`src/rtl/instr_cache_refill_ctrl_if.sv`:
```
// Memory-side read channel of the instruction cache refill engine:
// one request/accept handshake followed by a stream of 64-bit read beats.
interface instr_cache_refill_ctrl_if #(
  parameter int AddrWidth = 32
);
  logic                 MemReq;
  logic [AddrWidth-1:0] MemAddr;
  logic                 MemReqReady;
  logic                 MemRValid;
  logic [63:0]          MemRData;

  modport master (
    output MemReq,
    output MemAddr,
    input  MemReqReady,
    input  MemRValid,
    input  MemRData
  );

  modport slave (
    input  MemReq,
    input  MemAddr,
    output MemReqReady,
    output MemRValid,
    output MemRData
  );
endinterface

```
`src/rtl/instr_cache_refill_ctrl.sv`:
```
// Instruction cache refill engine: turns a set miss into one line-fill read,
// streams the returned beats into the set and stalls fetch until the line is in.
module instr_cache_refill_ctrl #(
  parameter int B         = 64,
  parameter int AddrWidth = 32
) (
  input  logic                    clk,
  input  logic                    reset,
  input  logic [AddrWidth-1:0]    PCF,
  input  logic                    CacheMiss,
  input  logic                    Flush,
  instr_cache_refill_ctrl_if.master mem,
  output logic                    RepEnable,
  output logic [63:0]             RepWord,
  output logic                    RefillDone,
  output logic                    StallF
);
  localparam int                   Beats    = B / 8;
  localparam int                   CntW     = (Beats > 1) ? $clog2(Beats) : 1;
  localparam logic [CntW-1:0]      LastBeat = CntW'(Beats - 1);
  localparam logic [AddrWidth-1:0] OffMask  = AddrWidth'(B - 1);

  typedef enum logic [2:0] {IDLE, REQ, FILL, DRAIN, DONE} state_t;

  state_t          state;
  logic [CntW-1:0] beatCnt;
  logic            missTake;
  logic            lastIn;

  always_comb begin
    missTake = (state == IDLE) && CacheMiss && !Flush;
    lastIn   = mem.MemRValid && (beatCnt == LastBeat);
    StallF   = missTake || (state == REQ) || (state == FILL) || (state == DONE);
  end

  always_ff @(posedge clk or posedge reset) begin
    if (reset) begin
      state       <= IDLE;
      beatCnt     <= '0;
      mem.MemReq  <= 1'b0;
      mem.MemAddr <= '0;
      RepEnable   <= 1'b0;
      RepWord     <= '0;
      RefillDone  <= 1'b0;
    end else begin
      RepEnable  <= 1'b0;
      RefillDone <= 1'b0;
      case (state)
        IDLE: begin
          beatCnt <= '0;
          if (missTake) begin
            mem.MemAddr <= PCF & ~OffMask;
            mem.MemReq  <= 1'b1;
            state       <= REQ;
          end
        end
        REQ: begin
          // Acceptance wins over a concurrent Flush: the read is already owed,
          // so its beats must still be drained.
          if (mem.MemReqReady) begin
            mem.MemReq <= 1'b0;
            beatCnt    <= '0;
            state      <= Flush ? DRAIN : FILL;
          end else if (Flush) begin
            mem.MemReq <= 1'b0;
            state      <= IDLE;
          end
        end
        FILL: begin
          if (mem.MemRValid) begin
            if (!Flush) begin
              RepEnable <= 1'b1;
              RepWord   <= mem.MemRData;
            end
            if (lastIn) begin
              beatCnt    <= '0;
              RefillDone <= !Flush;
              state      <= Flush ? IDLE : DONE;
            end else begin
              beatCnt <= beatCnt + 1'b1;
              if (Flush) state <= DRAIN;
            end
          end else if (Flush) begin
            state <= DRAIN;
          end
        end
        DRAIN: begin
          if (mem.MemRValid) begin
            if (lastIn) begin
              beatCnt <= '0;
              state   <= IDLE;
            end else begin
              beatCnt <= beatCnt + 1'b1;
            end
          end
        end
        DONE: begin
          // The set only reports the hit next cycle, so CacheMiss is not sampled here.
          state <= IDLE;
        end
        default: state <= IDLE;
      endcase
    end
  end
endmodule

```
`src/flat_wrapper.sv`:
```
// flat-port wrapper written by rule: the top's interface ports become plain ports
module instr_cache_refill_ctrl_flat 
#(
  parameter int B         = 64,
  parameter int AddrWidth = 32
)
  (clk, reset, PCF, CacheMiss, Flush, RepEnable, RepWord, RefillDone, StallF, mem_MemReq, mem_MemAddr, mem_MemReqReady, mem_MemRValid, mem_MemRData);
  instr_cache_refill_ctrl_if #(.AddrWidth(AddrWidth)) mem_i ();
  input  logic clk;
  input  logic reset;
  input  logic [AddrWidth-1:0] PCF;
  input  logic CacheMiss;
  input  logic Flush;
  output logic RepEnable;
  output logic [63:0] RepWord;
  output logic RefillDone;
  output logic StallF;
  output wire logic [$bits(mem_i.MemReq)-1:0] mem_MemReq;
  output wire logic [$bits(mem_i.MemAddr)-1:0] mem_MemAddr;
  input wire logic [$bits(mem_i.MemReqReady)-1:0] mem_MemReqReady;
  input wire logic [$bits(mem_i.MemRValid)-1:0] mem_MemRValid;
  input wire logic [$bits(mem_i.MemRData)-1:0] mem_MemRData;
  assign mem_MemReq = mem_i.MemReq;
  assign mem_MemAddr = mem_i.MemAddr;
  assign mem_i.MemReqReady = mem_MemReqReady;
  assign mem_i.MemRValid = mem_MemRValid;
  assign mem_i.MemRData = mem_MemRData;
  instr_cache_refill_ctrl #(.B(B), .AddrWidth(AddrWidth)) u_core (.clk(clk), .reset(reset), .PCF(PCF), .CacheMiss(CacheMiss), .Flush(Flush), .mem(mem_i), .RepEnable(RepEnable), .RepWord(RepWord), .RefillDone(RefillDone), .StallF(StallF));
endmodule
```
`config.mk`:
```
export PLATFORM = sky130hd
export DESIGN_NAME = instr_cache_refill_ctrl_flat
export DESIGN_NICKNAME = d
export VERILOG_FILES = /design/src/rtl/instr_cache_refill_ctrl_if.sv /design/src/rtl/instr_cache_refill_ctrl.sv /design/src/flat_wrapper.sv
export SDC_FILE = /design/constraint.sdc
export NUM_CORES = 1
export LEC_CHECK = 0
export CAP_MARGIN = 25
export CORE_ASPECT_RATIO = 1.1
export CORE_MARGIN = 10
export CORE_UTILIZATION = 30
export DETAILED_ROUTE_END_ITERATION = 10
export SLEW_MARGIN = 20
export SYNTH_ARGS = -nofsm -noshare
export SYNTH_HDL_FRONTEND = slang
export SYNTH_SLANG_ARGS = --single-unit
```
`constraint.sdc`:
```
create_clock -name clk -period 4.4 [get_ports clk]
set_input_delay 1.32 -clock clk [delete_from_list [all_inputs] [get_ports clk]]
set_output_delay 1.32 -clock clk [all_outputs]
set_load 0.005 [all_outputs]
```
==> impl_results.md, run 1 <==
- Placed Area: 0.00588 mm2
- Data arrival, critical path: 2.75 ns
- # IOs: 202
- Critical Path RT: 3.08 ns
- # Post-CTS Setup Buffers: 0
- Most numerous cell in the Yosys netlist: dfrtp_1
- Fillers: 1120
- Tot GR Track Use: 0.114
- H-tree level count: 3
- Setup TNS: 0 ns
- Worst Setup End Kind: output pin
- Max Cap Viol: 0
- Largest net degree at the start of global routing: 58
- Commonest cells in the synthesized netlist: 99 x dfrtp_1, 63 x mux2_2, 27 x mux2_1
- Area grow syn2layout: 60.1%
- Synth area leader: dfrtp_1
- Worst skew pair latency: 0.33 ns
- Iter 0 DRT Violations: 57
- GRT overflow: 0
- Top cells by area, synth: dfrtp_1 64%, mux2_2 18%, mux2_1 7.9%
- ANT cells: 0
- Final instance area: 0.00617 mm2
- Total number of vias: 2628
- Detail-routed via count per cell: 4.40
- Leakage Power: 2.62 nW
- Delay-heaviest family, CP: buffers and inverters
- Met1 Use GR: 0.129
- Grt met3 use: 0.0562
- Outcome: finished clean
- Hold-fix buffers at CTS: 0
- Number of synthesized register bits: 99
- FFs w/ async S/R, synth: 1.00
- Distinct cells, synth: 28
- Crit-path cells: clkdlybuf4s50_1 > nor2b_1 > nor4_1 > nor2_1 > clkdlybuf4s50_1
- Non-filler cells in the finished layout: 597
- Clock Skews: 0.00694 ns
- Cts bufs inserted: 9
- DP HPWL: 8.12 mm
- Worst Path Max Fanout: 3
- Post-synthesis sequential area ratio: 0.642
- R2r setup slk: 2.50 ns
- Hold Path Stages: 1
- Met2 Track Usage GR: 0.184
- Crit Path Class: primary input to output pin
- DRT antenna net count: 0
- Critical R2R Launch: u_core.state[0]$_DFFE_PP0P_
- Drt first pass iters: 3
- F_max: 245 MHz
- Mapped Avg Cell Area: 15.9 um2
- Slew HR: 0.508
- DP Cell Count: 581
- Starting Density: 0.306
- PD cells: 627 mW/mm2
- Register area: 0.00248 mm2
- Fin crit period: 4.07 ns
- Root Buffer: clkbuf_16
- RSZ-0062 raised after global routing: false
- Area share of the largest cell type after synthesis: 0.642
- Post-cts resize count: 0
- Final Max Slew Viols: 0
- Core ar.: 0.0126 mm2
- Maximum vdd drop: 0.262 mV
- Post-synth top flop: dfrtp_1
- Slew @ Worst Pin: 0.737 ns
- Clock buffer depth: 2
- Hold worst-path end: u_core.RepWord[20]$_DFFE_PP0P_
- Die area: 0.0178 mm2
- End of the worst register-to-register path: u_core.RepWord[45]$_DFFE_PP0P_
- Clk pin slew, worst setup/hold paths: 0.07 ns
- CP max-delay cell: clkdlybuf4s50_1
- Highest cell delay on the worst timing path: 0.54 ns
- Cells on worst reg2reg path: 3
- Chip Height: 139 um
- Final Cycle Share: 0.926
- Vias in the first global route: 2851
- Final setup fails: 0
- First-pass GRT wire length: 16.3 mm
- Multi-input logic area: 0.00126 mm2
- Antenna violations before repair: 0
- Drt wl/cell: 17.4 um
- Layout cells sized above 1: 0.198
- Worst min path class: flip-flop to flip-flop
- HP Start: u_core.RepWord[20]$_DFFE_PP0P_
- CTS sink count: 99
- Post-synth EDFFs: 0
- Hold Vio Cnt, Final: 0
- Critical Path Source Type: primary input
- Port Buffers: 189
- Synth Instances: 242
- Mapped cell area: 0.00386 mm2
- CP most frequent cell: clkdlybuf4s50_1
- Yosys warnings: 0
- Final Net Count: 539
- CTS tree: built
- CP Buf/Inv Count: 2
- Chip Width: 128 um
- Rows: 43
- Most Used Layer, Global Route: met2
- # DRC: 0
- Gpl congestion: 0.725
- Post-Route WL: 10.4 mm
[worst register-to-register path, stage by stage, from the launching register on]
cell     delay, ns
dfrtp_1       0.50
nor4_4        0.35
buf_4         0.49
mux2_2        0.43
[per-stage QoR]
step	power (mW)	util	hold WS [ns]	setup WS, ns
after floorplan	2.08	-	0.457	0.490
after global placement	3.11	0.467	0.467	0.308
after detailed placement	3.16	0.467	0.475	0.314
after CTS	3.96	0.490	0.490	0.311
after global routing	4.14	0.490	0.502	0.239
final	3.87	0.490	0.486	0.326
[cells in the final DEF (no fill, tap or decap), types with 2 or more instances in the layout]
cell             count
nand2_1              4
dfrtp_1             99
nor4_1               2
buf_4                5
inv_1                3
mux2_1              27
nand3_1              2
nor2b_1              2
ha_1                 2
clkinvlp_4           2
clkdlybuf4s50_1    189
o21ai_0              4
conb_1               6
clkbuf_1             2
and2_1               2
mux2_2              63
clkbuf_16            9
[sequential cells by signal (all words and copies together) (netlist names)]
name	cells
u_core.RefillDone	1
u_core.RepEnable	1
u_core.state	3
u_core.mem.MemAddr	26
u_core.beatCnt	3
u_core.mem.MemReq	1
u_core.RepWord	64
[worst max-delay path by stage]
stage	depth (start not counted)	end	slack (ns)	startpoint
3_3_place_gp	5	StallF	0.31	CacheMiss
6_report	5	StallF	0.33	CacheMiss
3_5_place_dp	5	StallF	0.31	CacheMiss
5_1_grt	5	StallF	0.24	CacheMiss
4_1_cts	5	StallF	0.31	CacheMiss
2_1_floorplan	1	u_core.RefillDone$_DFF_PP0_	0.49	reset
[routing by layer]
layer / part of all wire / vias up / routed length [um]
met3: 0.11 / 8 / 1170
li1: - / 1217 / -
met5: 0 / - / 0
met4: 0.010 / 0 / 104
met2: 0.49 / 114 / 5030
met1: 0.39 / 1289 / 4060
[power breakdown]
part / switching (mW) / internal (mW) / total, mW / leakage (nW)
Combinational: 0.452 / 1.08 / 1.53 / 1.25
Sequential: 0.214 / 1.34 / 1.55 / 1.23
Clock: 0.327 / 0.456 / 0.783 / 0.139
[final cells by class]
type | count | area share
Clock buffer | 12 | 0.0399
Tap cell | 157 | 0.0318
Multi-Input combinational cell | 127 | 0.203
Clock inverter | 4 | 0.00811
Sequential cell | 99 | 0.401
Timing Repair Buffer | 194 | 0.313
Inverter | 4 | 0.00284
[kinds of logic after synthesis]
logic type      synth area share
flops                      0.642
mux                        0.265
buf+inv                   0.0367
simple gates              0.0305
compound gates            0.0149
fa+ha+maj                0.00908
other cells             0.000972
(Power assumes the default switching activity.)
==> run 2, diff against run 1 <==
--- a/config.mk
+++ b/config.mk
@@ -5,6 +5,7 @@
 export SDC_FILE = /design/constraint.sdc
 export NUM_CORES = 1
 export LEC_CHECK = 0
+export ABC_CLOCK_PERIOD_IN_PS = 4400
 export CAP_MARGIN = 25
 export CORE_ASPECT_RATIO = 1.1
 export CORE_MARGIN = 10
==> results of run 2 <==
Same layout as run 1: the final DEF is identical, and so are final timing and power.
==> run 3, diff against run 2 <==
--- a/config.mk
+++ b/config.mk
@@ -11,6 +11,9 @@
 export CORE_MARGIN = 10
 export CORE_UTILIZATION = 30
 export DETAILED_ROUTE_END_ITERATION = 10
+export DONT_BUFFER_PORTS = 1
+export GPL_ROUTABILITY_DRIVEN = 0
+export MAX_ROUTING_LAYER = met4
 export SLEW_MARGIN = 20
 export SYNTH_ARGS = -nofsm -noshare
 export SYNTH_HDL_FRONTEND = slang
==> run 3 against run 2 <==
Final cell count down 32%. Cell area is 31% lower. Sequential share of layout area increased by 18 points. Via count down 27%.
==> impl_results.md, run 3 (synthesized netlist as in run 1, its figures left out) <==
- Cts bufs inserted: 9 (unchanged)
- Fin crit period: 3.16 ns (was 4.07 ns)
- First-pass GRT wire length: 12.8 mm (was 16.3 mm)
- GRT overflow: 0 (unchanged)
- Total number of vias: 1916 (was 2628)
- Number of flip-flops in the largest register: 64 (unchanged)
- CP max-delay cell: nor2_1 (was clkdlybuf4s50_1)
- Worst min path class: flip-flop to flip-flop (unchanged)
- Core ar.: 0.0126 mm2 (unchanged)
- Rows: 43 (unchanged)
- Critical Path RT: 3.08 ns (about the same)
- Post-Route WL: 8.46 mm (was 10.4 mm)
- Post-cts resize count: 0 (unchanged)
- Final Net Count: 349 (was 539)
- PD cells: 702 mW/mm2 (was 627 mW/mm2)
- Detail-routed via count per cell: 4.71 (was 4.40)
- Final WS setup: 1.24 ns (was 0.326 ns)
- Hold Vio Cnt, Final: 0 (unchanged)
- Die area: 0.0178 mm2 (unchanged)
- Delay-heaviest family, CP: simple AND/OR/NAND/NOR gates (was buffers and inverters)
- Final core utilization: 0.340 (was 0.490)
- R2r setup slk: 2.51 ns (was 2.50 ns)
- Worst skew pair latency: 0.34 ns (was 0.33 ns)
- DP Cell Count: 391 (was 581)
- Final Max Slew Viols: 0 (unchanged)
- F_max: 316 MHz (was 245 MHz)
- Worst Path Max Fanout: 3 (unchanged)
- Sw Ratio: 0.286 (was 0.257)
- Starting Density: 0.306 (unchanged)
- Setup slack at placement: 1.19 ns (was 0.314 ns)
- Critical Path Source Type: primary input (unchanged)
- Critical R2R Launch: u_core.state[0]$_DFFE_PP0P_ (unchanged)
- End of the worst register-to-register path: u_core.RepWord[55]$_DFFE_PP0P_ (was u_core.RepWord[45]$_DFFE_PP0P_)
- # Post-CTS Setup Buffers: 0 (unchanged)
- Max Cap Viol: 0 (unchanged)
- Largest regs: u_core.RepWord: 64 flops, u_core.mem.MemAddr: 26 flops (unchanged)
- Hold-fix buffers at CTS: 0 (unchanged)
- Crit-path cells: nor2b_1 > nor4_1 > nor2_1 (was clkdlybuf4s50_1 > nor2b_1 > nor4_1 > nor2_1 > clkdlybuf4s50_1)
- Chip Width: 128 um (unchanged)
- Iter 0 DRT Violations: 96 (was 57)
- Worst Setup End Kind: output pin (unchanged)
- Root Buffer: clkbuf_16 (unchanged)
- Drt wl/cell: 20.8 um (was 17.4 um)
- Highest cell delay on the worst timing path: 0.23 ns (was 0.54 ns)
- Comb power frac: 0.171 (was 0.396)
- Maximum vdd drop: 0.256 mV (was 0.262 mV)
- Hold_ws: 0.488 ns (was 0.486 ns)
- Chip Height: 139 um (unchanged)
- Hold worst-path end: u_core.beatCnt[0]$_DFFE_PP0P_ (was u_core.RepWord[20]$_DFFE_PP0P_)
- Crit Path Class: primary input to output pin (unchanged)
- CP Buf/Inv Count: 0 (was 2)
- Leading cell type in the layout, fill and taps excluded: dfrtp_1 (was clkdlybuf4s50_1)
- ANT cells: 0 (unchanged)
- Psw: 861 uW (was 993 uW)
- Outcome: finished clean (unchanged)
- Hold Path Stages: 1 (unchanged)
- CP Depth: 3 (was 5)
- Seq pwr share: 0.567 (was 0.401)
- Largest net degree at the start of global routing: 42 (was 58)
- Top reg by flops: u_core.RepWord (unchanged)
- # DRC: 0 (unchanged)
- Final Cycle Share: 0.719 (was 0.926)
- DRT antenna net count: 0 (unchanged)
- H-tree level count: 3 (unchanged)
- DP HPWL: 6.60 mm (was 8.12 mm)
- # IOs: 202 (unchanged)
- Vias in the first global route: 2114 (was 2851)
- Data arrival, critical path: 1.84 ns (was 2.75 ns)
- Commonest cells after routing, fill and taps aside: 99 x dfrtp_1, 63 x mux2_2, 27 x mux2_1 (was 189 x clkdlybuf4s50_1, 99 x dfrtp_1, 63 x mux2_2)
- Setup TNS: 0 ns (unchanged)
- Tot GR Track Use: 0.0968 (was 0.114)
- Layout cells sized above 1: 0.348 (was 0.198)
- RSZ-0062 raised after global routing: false (unchanged)
- Area grow syn2layout: 11.1% (was 60.1%)
- Non-filler cells in the finished layout: 407 (was 597)
- Clock Skews: 0.00644 ns (was 0.00694 ns)
- CTS tree: built (unchanged)
- HP Start: u_core.beatCnt[0]$_DFFE_PP0P_ (was u_core.RepWord[20]$_DFFE_PP0P_)
- Int Pwr: 2.15 mW (was 2.88 mW)
- Slew HR: 0.516 (was 0.508)
- Antenna violations before repair: 0 (unchanged)
- Drt first pass iters: 4 (was 3)
- Clk pin slew, worst setup/hold paths: 0.06 ns (was 0.07 ns)
- Final setup fails: 0 (unchanged)
- Cells on worst reg2reg path: 3 (unchanged)
- Port Buffers: 0 (was 189)
- Leakage Power: 1.90 nW (was 2.62 nW)
- CTS sink count: 99 (unchanged)
- Clock buffer depth: 2 (unchanged)
- Clk pwr share: 0.262 (was 0.202)
- Slew @ Worst Pin: 0.725 ns (was 0.737 ns)
## run 3: cell types whose count changed in the layout (fill, tap and decap cells not counted)
cell / delta
clkinvlp_4: -2
clkinv_2: +1
clkdlybuf4s50_1: -189
clkbuf_8: +1
buf_4: -1
clkbuf_1: -1
clkinv_4: +1
## run 3: cell type report
class,instances,area (um2)
Inverter,4,17.5
Clock inverter,4,48.8
Tap cell,157,196
Timing Repair Buffer,4,30.0
Multi-Input combinational cell,127,1260
Clock buffer,12,256
Fill cell,1250,8310
Sequential cell,99,2480
## run 3: per-stage QoR
step	power, mW	area [um2]
6_report	3.01	4280
5_1_grt	3.23	4280
4_1_cts	3.09	4280
3_5_place_dp	2.28	3980
3_3_place_gp	2.24	3980
2_1_floorplan	2.08	3870
## run 3: how the worst max path moves through the flow
| stage | from | to |
|---|---|---|
| final | CacheMiss | StallF |
| after global routing | CacheMiss | StallF |
| after detailed placement | CacheMiss | StallF |
| after global placement | CacheMiss | StallF |
| after floorplan | reset | u_core.RefillDone$_DFF_PP0_ |
| after CTS | CacheMiss | StallF |
## run 3: power groups by stage
stage,Sequential (mW),Combinational (mW),Clock (mW)
after CTS,1.73,0.532,0.828
after global routing,1.77,0.594,0.859
after global placement,1.74,0.505,0
after floorplan,1.59,0.490,0
final,1.70,0.515,0.788
after detailed placement,1.75,0.535,0
## run 3: metal layers
metal,wire length [um],GRT usage
met1,3030,0.101
met2,4150,0.143
met3,1130,0.0554
met4,150,0.0480
met5,0,-
